[config.mk]
export PLATFORM = sky130hd
export DESIGN_NAME = sr_reg_bank
export DESIGN_NICKNAME = d
export VERILOG_FILES = /design/src/rtl/sr_reg_bank.sv
export SDC_FILE = /design/constraint.sdc
export NUM_CORES = 1
export LEC_CHECK = 0
export BUFFER_PORTS_ARGS = -buffer_cell sky130_fd_sc_hd__buf_2
export CAP_MARGIN = 20
export CELL_PAD_IN_SITES_DETAIL_PLACEMENT = 1
export CELL_PAD_IN_SITES_GLOBAL_PLACEMENT = 1
export CORE_UTILIZATION = 35
export DETAILED_ROUTE_END_ITERATION = 10
export PLACE_DENSITY = 0.84
export REMOVE_ABC_BUFFERS = 1
export SKIP_CTS_REPAIR_TIMING = 1
export SLEW_MARGIN = 15
export SYNTH_ARGS = -nofsm -noshare
export SYNTH_HDL_FRONTEND = slang
export SYNTH_SLANG_ARGS = --single-unit
[constraint.sdc]
create_clock -name clk -period 3.62 [get_ports clk]
set_input_delay 0.543 -clock clk [delete_from_list [all_inputs] [get_ports clk]]
set_output_delay 0.543 -clock clk [all_outputs]
set_load 0.005 [all_outputs]
[src/rtl/sr_reg_bank.sv]
// rtl/sr_reg_bank.sv - bank of independent registered SR latches with invalid-input tracking
module sr_reg_bank #(
  parameter int               WIDTH   = 8,
  parameter int               MODE    = 0,
  parameter int               CNT_W   = 8,
  parameter logic [WIDTH-1:0] RST_VAL = {WIDTH{1'b0}}
) (
  input  logic             clk,
  input  logic             rst,
  input  logic [WIDTH-1:0] S_n,
  input  logic [WIDTH-1:0] R_n,
  input  logic             err_clr,
  output logic [WIDTH-1:0] Q,
  output logic [WIDTH-1:0] Q_n,
  output logic [WIDTH-1:0] chg,
  output logic [WIDTH-1:0] err,
  output logic [CNT_W-1:0] err_cnt
);

  logic [WIDTH-1:0] set_v;
  logic [WIDTH-1:0] clr_v;
  logic [WIDTH-1:0] inv;
  logic [WIDTH-1:0] q_next;
  logic             any_inv;

  assign set_v   = ~S_n & R_n;
  assign clr_v   = S_n & ~R_n;
  assign inv     = ~S_n & ~R_n;
  assign any_inv = |inv;
  assign Q_n     = ~Q;

  // Invalid bits have set_v = clr_v = 0, so they carry Q into the mode stage untouched.
  always_comb begin
    q_next = (Q | set_v) & ~clr_v;
    case (MODE)
      1:       q_next = q_next | inv;
      2:       q_next = q_next & ~inv;
      3:       q_next = q_next ^ inv;
      default: q_next = q_next;
    endcase
  end

  always_ff @(posedge clk) begin
    if (rst) begin
      Q       <= RST_VAL;
      chg     <= '0;
      err     <= '0;
      err_cnt <= '0;
    end else begin
      Q   <= q_next;
      chg <= q_next ^ Q;
      // A fresh invalid event outranks a clear issued in the same cycle.
      if (any_inv) begin
        err <= err_clr ? inv : (err | inv);
        if (err_clr)
          err_cnt <= CNT_W'(1);
        else if (!(&err_cnt))
          err_cnt <= err_cnt + CNT_W'(1);
      end else if (err_clr) begin
        err     <= '0;
        err_cnt <= '0;
      end
    end
  end

endmodule
==> impl_table.tex, run 1 <==
\begin{tabular}{lr}
\hline
Metric & Value \\
\hline
\multicolumn{2}{l}{\textbf{Power and ir drop}} \\
\quad Leakage & about 0.79 nW \\
\quad PnR Total Power & 0.764 mW \\
\quad Pwr dens & 427 nW/um\^{}2 \\
\quad IR Drop Worst-Case VDD & 0.000193 V \\
\multicolumn{2}{l}{\textbf{Timing}} \\
\quad Max-slew headroom & between 60\% and 70\% \\
\quad Fmax & between 600 and 700 MHz \\
\quad Tmin final & 1640 ps \\
\quad Fin Hold WS & 488 ps \\
\quad Crit share post-route & between 40 and 50\% \\
\quad Slack of the critical path & $\sim$2000 ps \\
\quad Unrepaired setup endpoints after global routing & no \\
\quad Setup Total Neg Slack & 0 ps \\
\quad Number of max-slew violations in the final report & 0 \\
\quad Final Hold Viols & 0 \\
\quad Max Clock Skew & 1.48 ps \\
\quad Final setup violation count & 0 \\
\quad Measured slew at the worst slew-check pin & between 400 and 500 ps \\
\multicolumn{2}{l}{\textbf{Critical path}} \\
\quad Slowest stage delay, CP & about 400 ps \\
\quad Capturing element type of the critical path & flop \\
\quad Largest fanout on the critical path & 6 \\
\quad Endpoint required time on the critical path & between 3000 and 4000 ps \\
\quad Reg-to-Reg Start & err\_cnt[0] \\
\quad CP endpoint & err\_cnt[5] \\
\quad Setup slack of the most critical reg-to-reg path & between 1500 and 2000 ps \\
\quad Endpoint of the worst register-to-register path & err\_cnt[5] \\
\quad Kind of launch point of the worst setup path & flop \\
\quad Arrival @ worst endpoint & roughly 1900 ps \\
\quad CP max-delay cell & sky130\_fd\_sc\_hd\_\_or4\_1 \\
\quad Worst R2R Path Depth & 6 \\
\quad Cell depth of the worst setup path & 6 \\
\quad Launch point of the worst path & err\_cnt[0] \\
\quad Ordered cell list for the critical path & ha\_1 -> nand2\_1 -> nor3\_2 -> a21o\_1 -> or4\_1 -> a21oi\_1 \\
\quad Critical path buffers and inverters & 0 \\
\quad Critical Setup Path Class & flop to flop \\
\quad Crit path max-delay family & simple AND/OR/NAND/NOR gates \\
\multicolumn{2}{l}{\textbf{Run status}} \\
\quad Outcome & finished, final reports clean \\
\multicolumn{2}{l}{\textbf{Routing}} \\
\quad Detailed-routing iteration count for the pre-antenna-repair pass & 4 \\
\quad Drt initial violations & 65 \\
\quad Total wire length after detailed routing & approximately 3500 um \\
\quad Vias post-DR & roughly 1400 \\
\quad Average routed wire per standard cell & 12.4 um \\
\quad Post-route antenna net violation count & 0 \\
\quad Number of DRC violations after detailed routing & 0 \\
\quad Vias per Instance & between 4 and 5 \\
\multicolumn{2}{l}{\textbf{Synthesis}} \\
\quad Sequential share of the synthesized area & about 47\% \\
\quad Biggest area contributors in the synthesized netlist & sky130\_fd\_sc\_hd\_\_dfxtp\_1, sky130\_fd\_sc\_hd\_\_a21oi\_1, sky130\_fd\_sc\_hd\_\_nor2\_1 \\
\quad Post-synth cell types & 26 \\
\quad Post-synth top flop & sky130\_fd\_sc\_hd\_\_dfxtp\_1 \\
\quad Post-synthesis async set-or-reset flop share & 0\% \\
\quad Average instance area after synthesis & about 8 um\^{}2 \\
\quad Number of register bits inferred by synthesis & 32 \\
\quad Count leader, synth & sky130\_fd\_sc\_hd\_\_nor2\_1 \\
\quad Biggest area consumer among synthesized cells & sky130\_fd\_sc\_hd\_\_dfxtp\_1 \\
\quad Yosys synthesis warning count & 0 \\
\quad Synth Instances & between 150 and 200 \\
\quad Most common library cells after synthesis & sky130\_fd\_sc\_hd\_\_nor2\_1, sky130\_fd\_sc\_hd\_\_dfxtp\_1, sky130\_fd\_sc\_hd\_\_a21oi\_1 \\
\quad Count of flip-flops with a built-in enable after synthesis & 0 \\
\quad Cell area after synthesis & roughly 1400 um\^{}2 \\
\quad Area share of the leading cell type in the synthesized netlist & 47.1\% \\
\multicolumn{2}{l}{\textbf{Clocking}} \\
\quad CTS buffer count & 5 \\
\quad Clock latency on the worst-skew pair & 280 ps \\
\quad H-tree depth & 2 \\
\quad Clock transition at the registers of the reported paths & approximately 70 ps \\
\quad Root Driver & sky130\_fd\_sc\_hd\_\_clkbuf\_8 \\
\quad Sinks on the clock net & 32 \\
\quad Clock tree from TritonCTS & yes \\
\quad Largest buffer count on any clock path & 2 \\
\multicolumn{2}{l}{\textbf{Floorplan}} \\
\quad Y dimension of the die & 64.3 um \\
\quad Cell Rows & 22 \\
\quad Num ports & 59 \\
\quad Die area & approximately 4100 um\^{}2 \\
\quad Overall die width & around 64 um \\
\quad Floorplan core area & about 3700 um\^{}2 \\
\quad Initial Util & 36.8\% \\
\multicolumn{2}{l}{\textbf{Layout}} \\
\quad Area of the multi-input gates & roughly 670 um\^{}2 \\
\quad Share of layout cells above drive strength 1 & 34.1\% \\
\quad Area growth from synthesis to layout & 31.8\% \\
\quad Seq. cell area & 641 um\^{}2 \\
\quad Total number of nets in the final design & 251 \\
\quad Antenna diode count & 0 \\
\quad Final-layout fill cell count & 506 \\
\multicolumn{2}{l}{\textbf{GRT}} \\
\quad Wire length of the first global-routing pass & approximately 5700 um \\
\quad Overall overflow remaining after global route & 0 \\
\quad Vias in the first global route & around 1300 \\
\quad Number of antenna violations at the first check in global routing & 0 \\
\quad All-Layer GR Usage & approximately 18\% \\
\quad Largest net degree at the start of global routing & 28 \\
\multicolumn{2}{l}{\textbf{Place}} \\
\quad Gp weighted congestion & between 0.7 and 0.8 \\
\quad Pre-CTS setup slack & about 1800 ps \\
\quad Input/output buffers & just under 60 \\
\quad Detailed Place HPWL & 2670 um \\
\multicolumn{2}{l}{\textbf{Flow run}} \\
\quad Max-capacitance violation count & 0 \\
\multicolumn{2}{l}{\textbf{Worst hold path}} \\
\quad HP Class & flop to flop \\
\quad Cell depth of the worst hold path & 2 \\
\hline
\end{tabular}
## cell families (layout without fill, tap and decap cells)
family | Yosys count | in the layout | synth area share [%]
muxes | 1 | 1 | 0.737
buffers and inverters | 14 | 77 | 3.87
adders and majority gates | 1 | 1 | 0.921
AOI/OAI and AO/OA | 42 | 42 | 17.0
and+or+nand+nor | 79 | 79 | 30.3
DFF | 32 | 32 | 47.1
## how the worst min path moves through the flow
stage                      start      to  slack (ps)
after CTS                 err[3]  err[3]         500
final                     err[3]  err[3]         490
after global placement    err[3]  err[3]         470
after detailed placement  err[3]  err[3]         480
after floorplan           err[4]  err[4]         480
after global routing      err[4]  err[4]         520
## metal layers
| layer | track usage (%) | share of wire (%) | vias to the layer above |
|---|---|---|---|
| met5 | 0 | 0 | - |
| met4 | 6.67 | 1.5 | 0 |
| met3 | 6.07 | 6.7 | 5 |
| met2 | 30.5 | 47 | 43 |
| met1 | 20.4 | 44 | 641 |
| li1 | - | - | 705 |
## stage by stage
stage	area, um^2	utilization (%)	cells
after floorplan	1350	-	166
after global placement	1700	46.0	272
after detailed placement	1700	46.0	272
after CTS	1790	48.5	280
after global routing	1790	48.5	280
final	1790	48.5	280
## registers in the layout, indices dropped and copies added (netlist names)
signal	flops
err	8
chg	8
Q	8
err_cnt	8
## layout by cell type, fill, tap and decap left out, types with 2 or more instances in the layout
cell and n:
sky130_fd_sc_hd__a21oi_1 30, sky130_fd_sc_hd__a311oi_1 2, sky130_fd_sc_hd__buf_2 58, sky130_fd_sc_hd__clkbuf_8 6, sky130_fd_sc_hd__clkinv_2 2, sky130_fd_sc_hd__dfxtp_1 32
sky130_fd_sc_hd__inv_1 10, sky130_fd_sc_hd__nand2_1 10, sky130_fd_sc_hd__nand3_1 3, sky130_fd_sc_hd__nand3b_1 14, sky130_fd_sc_hd__nor2_1 36, sky130_fd_sc_hd__nor2_2 7
sky130_fd_sc_hd__nor3_1 2, sky130_fd_sc_hd__nor4_2 2, sky130_fd_sc_hd__o21ai_0 5
## layout make-up
| type | count | share of cell area [%] |
|---|---|---|
| clock buffers | 6 | 4.61 |
| clock inverters | 2 | 0.559 |
| inverters | 11 | 2.31 |
| multi-input cells | 123 | 37.2 |
| flip-flops and latches | 32 | 35.8 |
| well taps | 48 | 3.35 |
| repair buffers | 58 | 16.2 |
## power breakdown
part	leakage, nW	switching [mW]	internal [mW]
logic	0.481	0.0551	0.0436
registers	0.263	0.0135	0.369
clock network	0.0510	0.131	0.151
total	0.795	0.200	0.564
## worst min-delay path: cells and delay by family (launching register included)
family	cells	cell delay, ps
simple gates	1	70
compound gates	1	60
flops	1	320
(Power assumes the default switching activity.)
==> run 2, diff against run 1 <==
--- a/config.mk
+++ b/config.mk
@@ -9,9 +9,9 @@
 export CAP_MARGIN = 20
 export CELL_PAD_IN_SITES_DETAIL_PLACEMENT = 1
 export CELL_PAD_IN_SITES_GLOBAL_PLACEMENT = 1
-export CORE_UTILIZATION = 35
+export CORE_UTILIZATION = 32
 export DETAILED_ROUTE_END_ITERATION = 10
-export PLACE_DENSITY = 0.84
+export PLACE_DENSITY = 0.78
 export REMOVE_ABC_BUFFERS = 1
 export SKIP_CTS_REPAIR_TIMING = 1
 export SLEW_MARGIN = 15
==> constraint.sdc (replaced) <==
create_clock -name clk -period 1.6 [get_ports clk]
set_input_delay 0.24 -clock clk [delete_from_list [all_inputs] [get_ports clk]]
set_output_delay 0.24 -clock clk [all_outputs]
set_load 0.005 [all_outputs]
==> run 2 against run 1 <==
Compared with the run above: first-iteration DRC count shrank 20%; critical path depth stayed put; clock-buffer cell count is 2 higher; global-route usage fell by 0.12 points; largest cell class unchanged; largest power group unchanged.
==> impl_table.tex, run 2 (same netlist as run 1, synthesis figures left out) <==
\begin{tabular}{lr}
\hline
Metric & Value \\
\hline
\multicolumn{2}{l}{\textbf{Flow run}} \\
\quad Max-capacitance violation count & 0 \\
\multicolumn{2}{l}{\textbf{Timing}} \\
\quad Tmin final & 1510 ps \\
\quad Max-slew headroom & 74.3\% \\
\quad Measured slew at the worst slew-check pin & approximately 380 ps \\
\quad Final Hold Viols & 0 \\
\quad Number of max-slew violations in the final report & 0 \\
\quad Fmax & between 600 and 700 MHz \\
\quad Final setup violation count & 0 \\
\quad Setup Total Neg Slack & 0 ps \\
\quad Crit share post-route & 94.2\% \\
\quad Unrepaired setup endpoints after global routing & no \\
\quad Max Clock Skew & 5.89 ps \\
\multicolumn{2}{l}{\textbf{Clocking}} \\
\quad Root Driver & sky130\_fd\_sc\_hd\_\_clkbuf\_8 \\
\quad H-tree depth & 2 \\
\quad Sinks on the clock net & 32 \\
\quad Clock transition at the registers of the reported paths & roughly 70 ps \\
\quad Largest buffer count on any clock path & 2 \\
\quad Clock tree from TritonCTS & yes \\
\quad Clock latency on the worst-skew pair & between 200 and 300 ps \\
\quad CTS buffer count & 5 \\
\multicolumn{2}{l}{\textbf{Floorplan}} \\
\quad Overall die width & between 60 and 70 um \\
\quad Num ports & 59 \\
\quad Floorplan core area & 4030 um\^{}2 \\
\quad Die area & roughly 4500 um\^{}2 \\
\quad Cell Rows & 23 \\
\quad Initial Util & around a third \\
\quad Y dimension of the die & between 60 and 70 um \\
\multicolumn{2}{l}{\textbf{Run status}} \\
\quad Outcome & finished, final reports clean \\
\multicolumn{2}{l}{\textbf{Power and ir drop}} \\
\quad Pwr dens & $\sim$940 nW/um\^{}2 \\
\quad Leakage & 0.829 nW \\
\quad IR Drop Worst-Case VDD & 0.000551 V \\
\quad PnR Total Power & around 1.7 mW \\
\multicolumn{2}{l}{\textbf{Place}} \\
\quad Detailed Place HPWL & 2720 um \\
\quad Gp weighted congestion & roughly 0.83 \\
\quad Input/output buffers & a little under 60 \\
\multicolumn{2}{l}{\textbf{GRT}} \\
\quad Number of antenna violations at the first check in global routing & 0 \\
\quad Largest net degree at the start of global routing & 26 \\
\quad Wire length of the first global-routing pass & about 5800 um \\
\quad Overall overflow remaining after global route & 0 \\
\quad Vias in the first global route & approximately 1300 \\
\quad All-Layer GR Usage & 17.7\% \\
\multicolumn{2}{l}{\textbf{Critical path}} \\
\quad Largest fanout on the critical path & 6 \\
\quad Kind of launch point of the worst setup path & flop \\
\quad Capturing element type of the critical path & flop \\
\quad Critical Setup Path Class & flop to flop \\
\quad Worst R2R Path Depth & 6 \\
\quad Endpoint required time on the critical path & 1820 ps \\
\quad Arrival @ worst endpoint & 1730 ps \\
\multicolumn{2}{l}{\textbf{Worst hold path}} \\
\quad Cell depth of the worst hold path & 3 \\
\quad HP Class & input pin to flop \\
\multicolumn{2}{l}{\textbf{Layout}} \\
\quad Utilization after layout & 46.0\% \\
\quad Final-layout fill cell count & approximately 510 \\
\quad Antenna diode count & 0 \\
\quad Share of layout cells above drive strength 1 & between 30\% and 40\% \\
\quad Most frequent cells in the layout & sky130\_fd\_sc\_hd\_\_buf\_2, sky130\_fd\_sc\_hd\_\_nor2\_1, sky130\_fd\_sc\_hd\_\_dfxtp\_1, sky130\_fd\_sc\_hd\_\_a21oi\_1, sky130\_fd\_sc\_hd\_\_nand3b\_1 \\
\quad Area growth from synthesis to layout & 36.5\% \\
\quad Total number of nets in the final design & 258 \\
\quad Most common cell after layout, fill and taps aside & sky130\_fd\_sc\_hd\_\_buf\_2 \\
\multicolumn{2}{l}{\textbf{Routing}} \\
\quad Detailed-routing iteration count for the pre-antenna-repair pass & 4 \\
\quad Drt initial violations & 52 \\
\quad Vias post-DR & 1406 \\
\quad Total wire length after detailed routing & around 3600 um \\
\quad Average routed wire per standard cell & roughly 12 um \\
\quad Number of DRC violations after detailed routing & 0 \\
\quad Post-route antenna net violation count & 0 \\
\quad Vias per Instance & around 5 \\
\hline
\end{tabular}
run 2: power breakdown:
part	internal (mW)	total, mW	switching, mW	leakage, nW
combinational	0.105	0.233	0.128	0.521
clock	0.351	0.643	0.292	0.0455
sequential	0.836	0.864	0.0273	0.263
total	1.29	1.74	0.447	0.829
run 2: metal layers:
metal  GRT usage, %  vias to the layer above  routed length, um
li1               -                      715                  -
met1           21.1                      645               1660
met2           28.1                       41               1620
met3           7.43                        5                241
met4           7.18                        0                 61
met5              0                        -                  0
run 2: worst paths after layout:
path | start | endpoint | slack (ps)
worst max-delay path | err_cnt[0] | err_cnt[5] | 90
worst min register to register | err[7] | err[7] | 490
worst min-delay path | R_n[1] | Q[1] | 250
worst max register to register | err_cnt[0] | err_cnt[5] | 90
run 2: stage by stage:
| stage | hold WS (ps) | instances | area (um^2) | setup slack, ps |
|---|---|---|---|---|
| after floorplan | 309 | 166 | 1350 | 103 |
| after global placement | 462 | 280 | 1750 | 132 |
| after detailed placement | 482 | 280 | 1750 | 62.6 |
| after CTS | 239 | 288 | 1840 | 32.6 |
| after global routing | 265 | 289 | 1850 | 26.0 |
| final | 246 | 289 | 1850 | 92.2 |
run 2: layout make-up:
type	count	area (um^2)	share of cell area [%]
multi-input cells	123	676	36.4
flip-flops and latches	32	642	34.6
repair buffers	65	343	18.5
clock buffers	8	90.1	4.86
well taps	50	62.6	3.37
inverters	11	41.3	2.23
run 2: critical path: stages, from the launching register on:
cell and delay [ps]:
sky130_fd_sc_hd__dfxtp_2 350, sky130_fd_sc_hd__ha_1 220, sky130_fd_sc_hd__nand2_2 80, sky130_fd_sc_hd__nor3_2 50
sky130_fd_sc_hd__a21o_1 200, sky130_fd_sc_hd__or4_4 420, sky130_fd_sc_hd__a21oi_2 120
==> run 3, diff against run 2 <==
--- a/config.mk
+++ b/config.mk
@@ -9,6 +9,7 @@
 export CAP_MARGIN = 20
 export CELL_PAD_IN_SITES_DETAIL_PLACEMENT = 1
 export CELL_PAD_IN_SITES_GLOBAL_PLACEMENT = 1
+export CORE_MARGIN = 5
 export CORE_UTILIZATION = 32
 export DETAILED_ROUTE_END_ITERATION = 10
 export PLACE_DENSITY = 0.78
==> run 3 against run 2 <==
Compared with the run above: clock-buffer cell count shrank 1; via count grew 1.1%; utilization grew 0.32 points; combinational power is essentially flat; clock power grew 32%; setup slack gained 22 ps; maximum frequency grew 1.5%; sequential share of layout area shrank 0.35 points; critical endpoint unchanged; largest cell class unchanged; largest power group unchanged.
==> impl_table.tex, run 3 (same netlist as run 1, synthesis figures left out) <==
\begin{tabular}{lr}
\hline
Metric & Value \\
\hline
\multicolumn{2}{l}{\textbf{Run status}} \\
\quad Outcome & finished, final reports clean \\
\multicolumn{2}{l}{\textbf{Layout}} \\
\quad Final-layout fill cell count & 521 \\
\quad Utilization after layout & between 40\% and 50\% \\
\quad Antenna diode count & 0 \\
\quad Post-route non-filler standard cell count & roughly 290 \\
\quad Share of layout cells above drive strength 1 & a little under two fifths \\
\quad Most common cell after layout, fill and taps aside & sky130\_fd\_sc\_hd\_\_buf\_2 \\
\quad Total number of nets in the final design & between 200 and 300 \\
\quad Area growth from synthesis to layout & 38.4\% \\
\quad Final Instance Area & between 1500 and 2000 um\^{}2 \\
\quad Most frequent cells in the layout & sky130\_fd\_sc\_hd\_\_buf\_2, sky130\_fd\_sc\_hd\_\_nor2\_1, sky130\_fd\_sc\_hd\_\_dfxtp\_1, sky130\_fd\_sc\_hd\_\_a21oi\_1, sky130\_fd\_sc\_hd\_\_nand3b\_1 \\
\multicolumn{2}{l}{\textbf{Routing}} \\
\quad Total length of routed met2 wires & between 1500 and 2000 um \\
\quad Sum of met3 wire segment lengths after detailed routing & approximately 350 um \\
\quad Vias post-DR & $\sim$1400 \\
\quad Total wire length after detailed routing & just under 4000 um \\
\quad Number of DRC violations after detailed routing & 0 \\
\quad Post-route antenna net violation count & 0 \\
\quad Routed met1 length & between 1500 and 2000 um \\
\quad Drt initial violations & 54 \\
\quad Detailed-routing iteration count for the pre-antenna-repair pass & 4 \\
\quad Highest routing layer actually used & met4 \\
\quad Vias per Instance & around 5 \\
\quad Average routed wire per standard cell & around 13 um \\
\multicolumn{2}{l}{\textbf{Place}} \\
\quad Input/output buffers & 58 \\
\quad Detailed Place HPWL & between 2000 and 3000 um \\
\quad \# placed instances & approximately 280 \\
\quad Post-Place Cell Area & between 1500 and 2000 um\^{}2 \\
\quad Gp weighted congestion & roughly 0.88 \\
\multicolumn{2}{l}{\textbf{Power and ir drop}} \\
\quad Pwr dens & 1040 nW/um\^{}2 \\
\quad Total net switching power & roughly 0.46 mW \\
\quad Gate power share & about an eighth \\
\quad IR Drop Worst-Case VDD & $\sim$0.00066 V \\
\quad Fraction of power spent switching nets & a little under a quarter \\
\quad Clock network fraction of total power & between 40 and 50\% \\
\quad Internal Pwr Total & around 1.5 mW \\
\quad Leakage & between 0.8 and 0.9 nW \\
\quad Sequential cell fraction of total power & about 44\% \\
\multicolumn{2}{l}{\textbf{Critical path}} \\
\quad Ordered cell list for the critical path & ha\_2 -> nand2\_2 -> nor3\_2 -> a21o\_1 -> or4\_4 -> a21oi\_2 \\
\quad Critical Setup Path Class & flop to flop \\
\quad Capturing element type of the critical path & flop \\
\quad CP max-delay cell & sky130\_fd\_sc\_hd\_\_or4\_4 \\
\quad Endpoint required time on the critical path & approximately 1800 ps \\
\quad Critical path buffers and inverters & 0 \\
\quad Kind of launch point of the worst setup path & flop \\
\quad Slowest stage delay, CP & about 430 ps \\
\quad Largest fanout on the critical path & 5 \\
\quad Crit path max-delay family & simple AND/OR/NAND/NOR gates \\
\quad Arrival @ worst endpoint & about 1700 ps \\
\multicolumn{2}{l}{\textbf{Clocking}} \\
\quad Clock latency on the worst-skew pair & between 200 and 300 ps \\
\quad Root Driver & sky130\_fd\_sc\_hd\_\_clkbuf\_8 \\
\quad Clock transition at the registers of the reported paths & about 70 ps \\
\quad H-tree depth & 2 \\
\quad Largest buffer count on any clock path & 2 \\
\quad Clock tree from TritonCTS & yes \\
\quad Sinks on the clock net & 32 \\
\quad CTS buffer count & 5 \\
\multicolumn{2}{l}{\textbf{Floorplan}} \\
\quad Num ports & 59 \\
\quad Overall die width & roughly 75 um \\
\quad Initial Util & between 30\% and 40\% \\
\quad Floorplan core area & about 4100 um\^{}2 \\
\quad Die area & roughly 5600 um\^{}2 \\
\quad Cell Rows & 23 \\
\quad Y dimension of the die & 75.2 um \\
\multicolumn{2}{l}{\textbf{Timing}} \\
\quad Final setup violation count & 0 \\
\quad Max-slew headroom & 76.7\% \\
\quad Fmax & roughly 670 MHz \\
\quad Tmin final & about 1500 ps \\
\quad Measured slew at the worst slew-check pin & 350 ps \\
\quad Number of max-slew violations in the final report & 0 \\
\quad Unrepaired setup endpoints after global routing & no \\
\quad Final Hold Viols & 0 \\
\quad Crit share post-route & between 90\% and 100\% \\
\quad Fin Hold WS & about 220 ps \\
\quad Max Clock Skew & approximately 5.8 ps \\
\quad Setup Total Neg Slack & 0 ps \\
\multicolumn{2}{l}{\textbf{GRT}} \\
\quad Number of antenna violations at the first check in global routing & 0 \\
\quad All-Layer GR Usage & approximately 15\% \\
\quad Wire length of the first global-routing pass & 6300 um \\
\quad Largest net degree at the start of global routing & 26 \\
\quad Vias in the first global route & about 1500 \\
\quad Overall overflow remaining after global route & 0 \\
\multicolumn{2}{l}{\textbf{Flow run}} \\
\quad Max-capacitance violation count & 0 \\
\multicolumn{2}{l}{\textbf{Worst hold path}} \\
\quad HP Class & input pin to flop \\
\hline
\end{tabular}
-- run 3: path summary, 6_finish.rpt --
check | from | endpoint | slack [ps] | depth (start not counted)
worst max-delay path | err_cnt[1] | err_cnt[5] | 110 | 6
worst max register to register | err_cnt[1] | err_cnt[5] | 110 | 6
worst min register to register | err[4] | err[4] | 490 | 2
worst min-delay path | R_n[7] | chg[7] | 220 | 3
-- run 3: per-layer routing --
metal	up-vias	GRT usage, %
li1	714	-
met1	659	15.4
met2	41	25.5
met3	8	7.34
met4	0	6.21
met5	-	0
-- run 3: worst min-delay path, delay by kind of cell --
kind            cells  cell delay [ps]
compound gates      1               60
buf+inv             1              100
simple gates        1               70
-- run 3: final cells by class --
| type | instances | area [um^2] | area share, % |
|---|---|---|---|
| Inverter | 11 | 41.3 | 2.20 |
| Clock inverter | 1 | 30.0 | 1.60 |
| Timing Repair Buffer | 63 | 328 | 17.4 |
| Tap cell | 50 | 62.6 | 3.33 |
| Multi-Input combinational cell | 123 | 678 | 36.1 |
| Sequential cell | 32 | 644 | 34.3 |
| Clock buffer | 7 | 96.3 | 5.12 |
-- run 3: power groups by stage --
stage	clock network, mW	logic [mW]	registers (mW)
finish	0.850	0.236	0.861
global placement	0	0.232	0.878
CTS	0.872	0.241	0.863
global route	0.920	0.268	0.867
detailed placement	0	0.239	0.880
floorplan	0	0.100	0.884
-- run 3: through the flow --
stage	setup slack (ps)	power, mW
floorplan	103	0.984
global placement	167	1.11
detailed placement	117	1.12
CTS	53.0	1.97
global route	31.6	2.05
finish	114	1.95
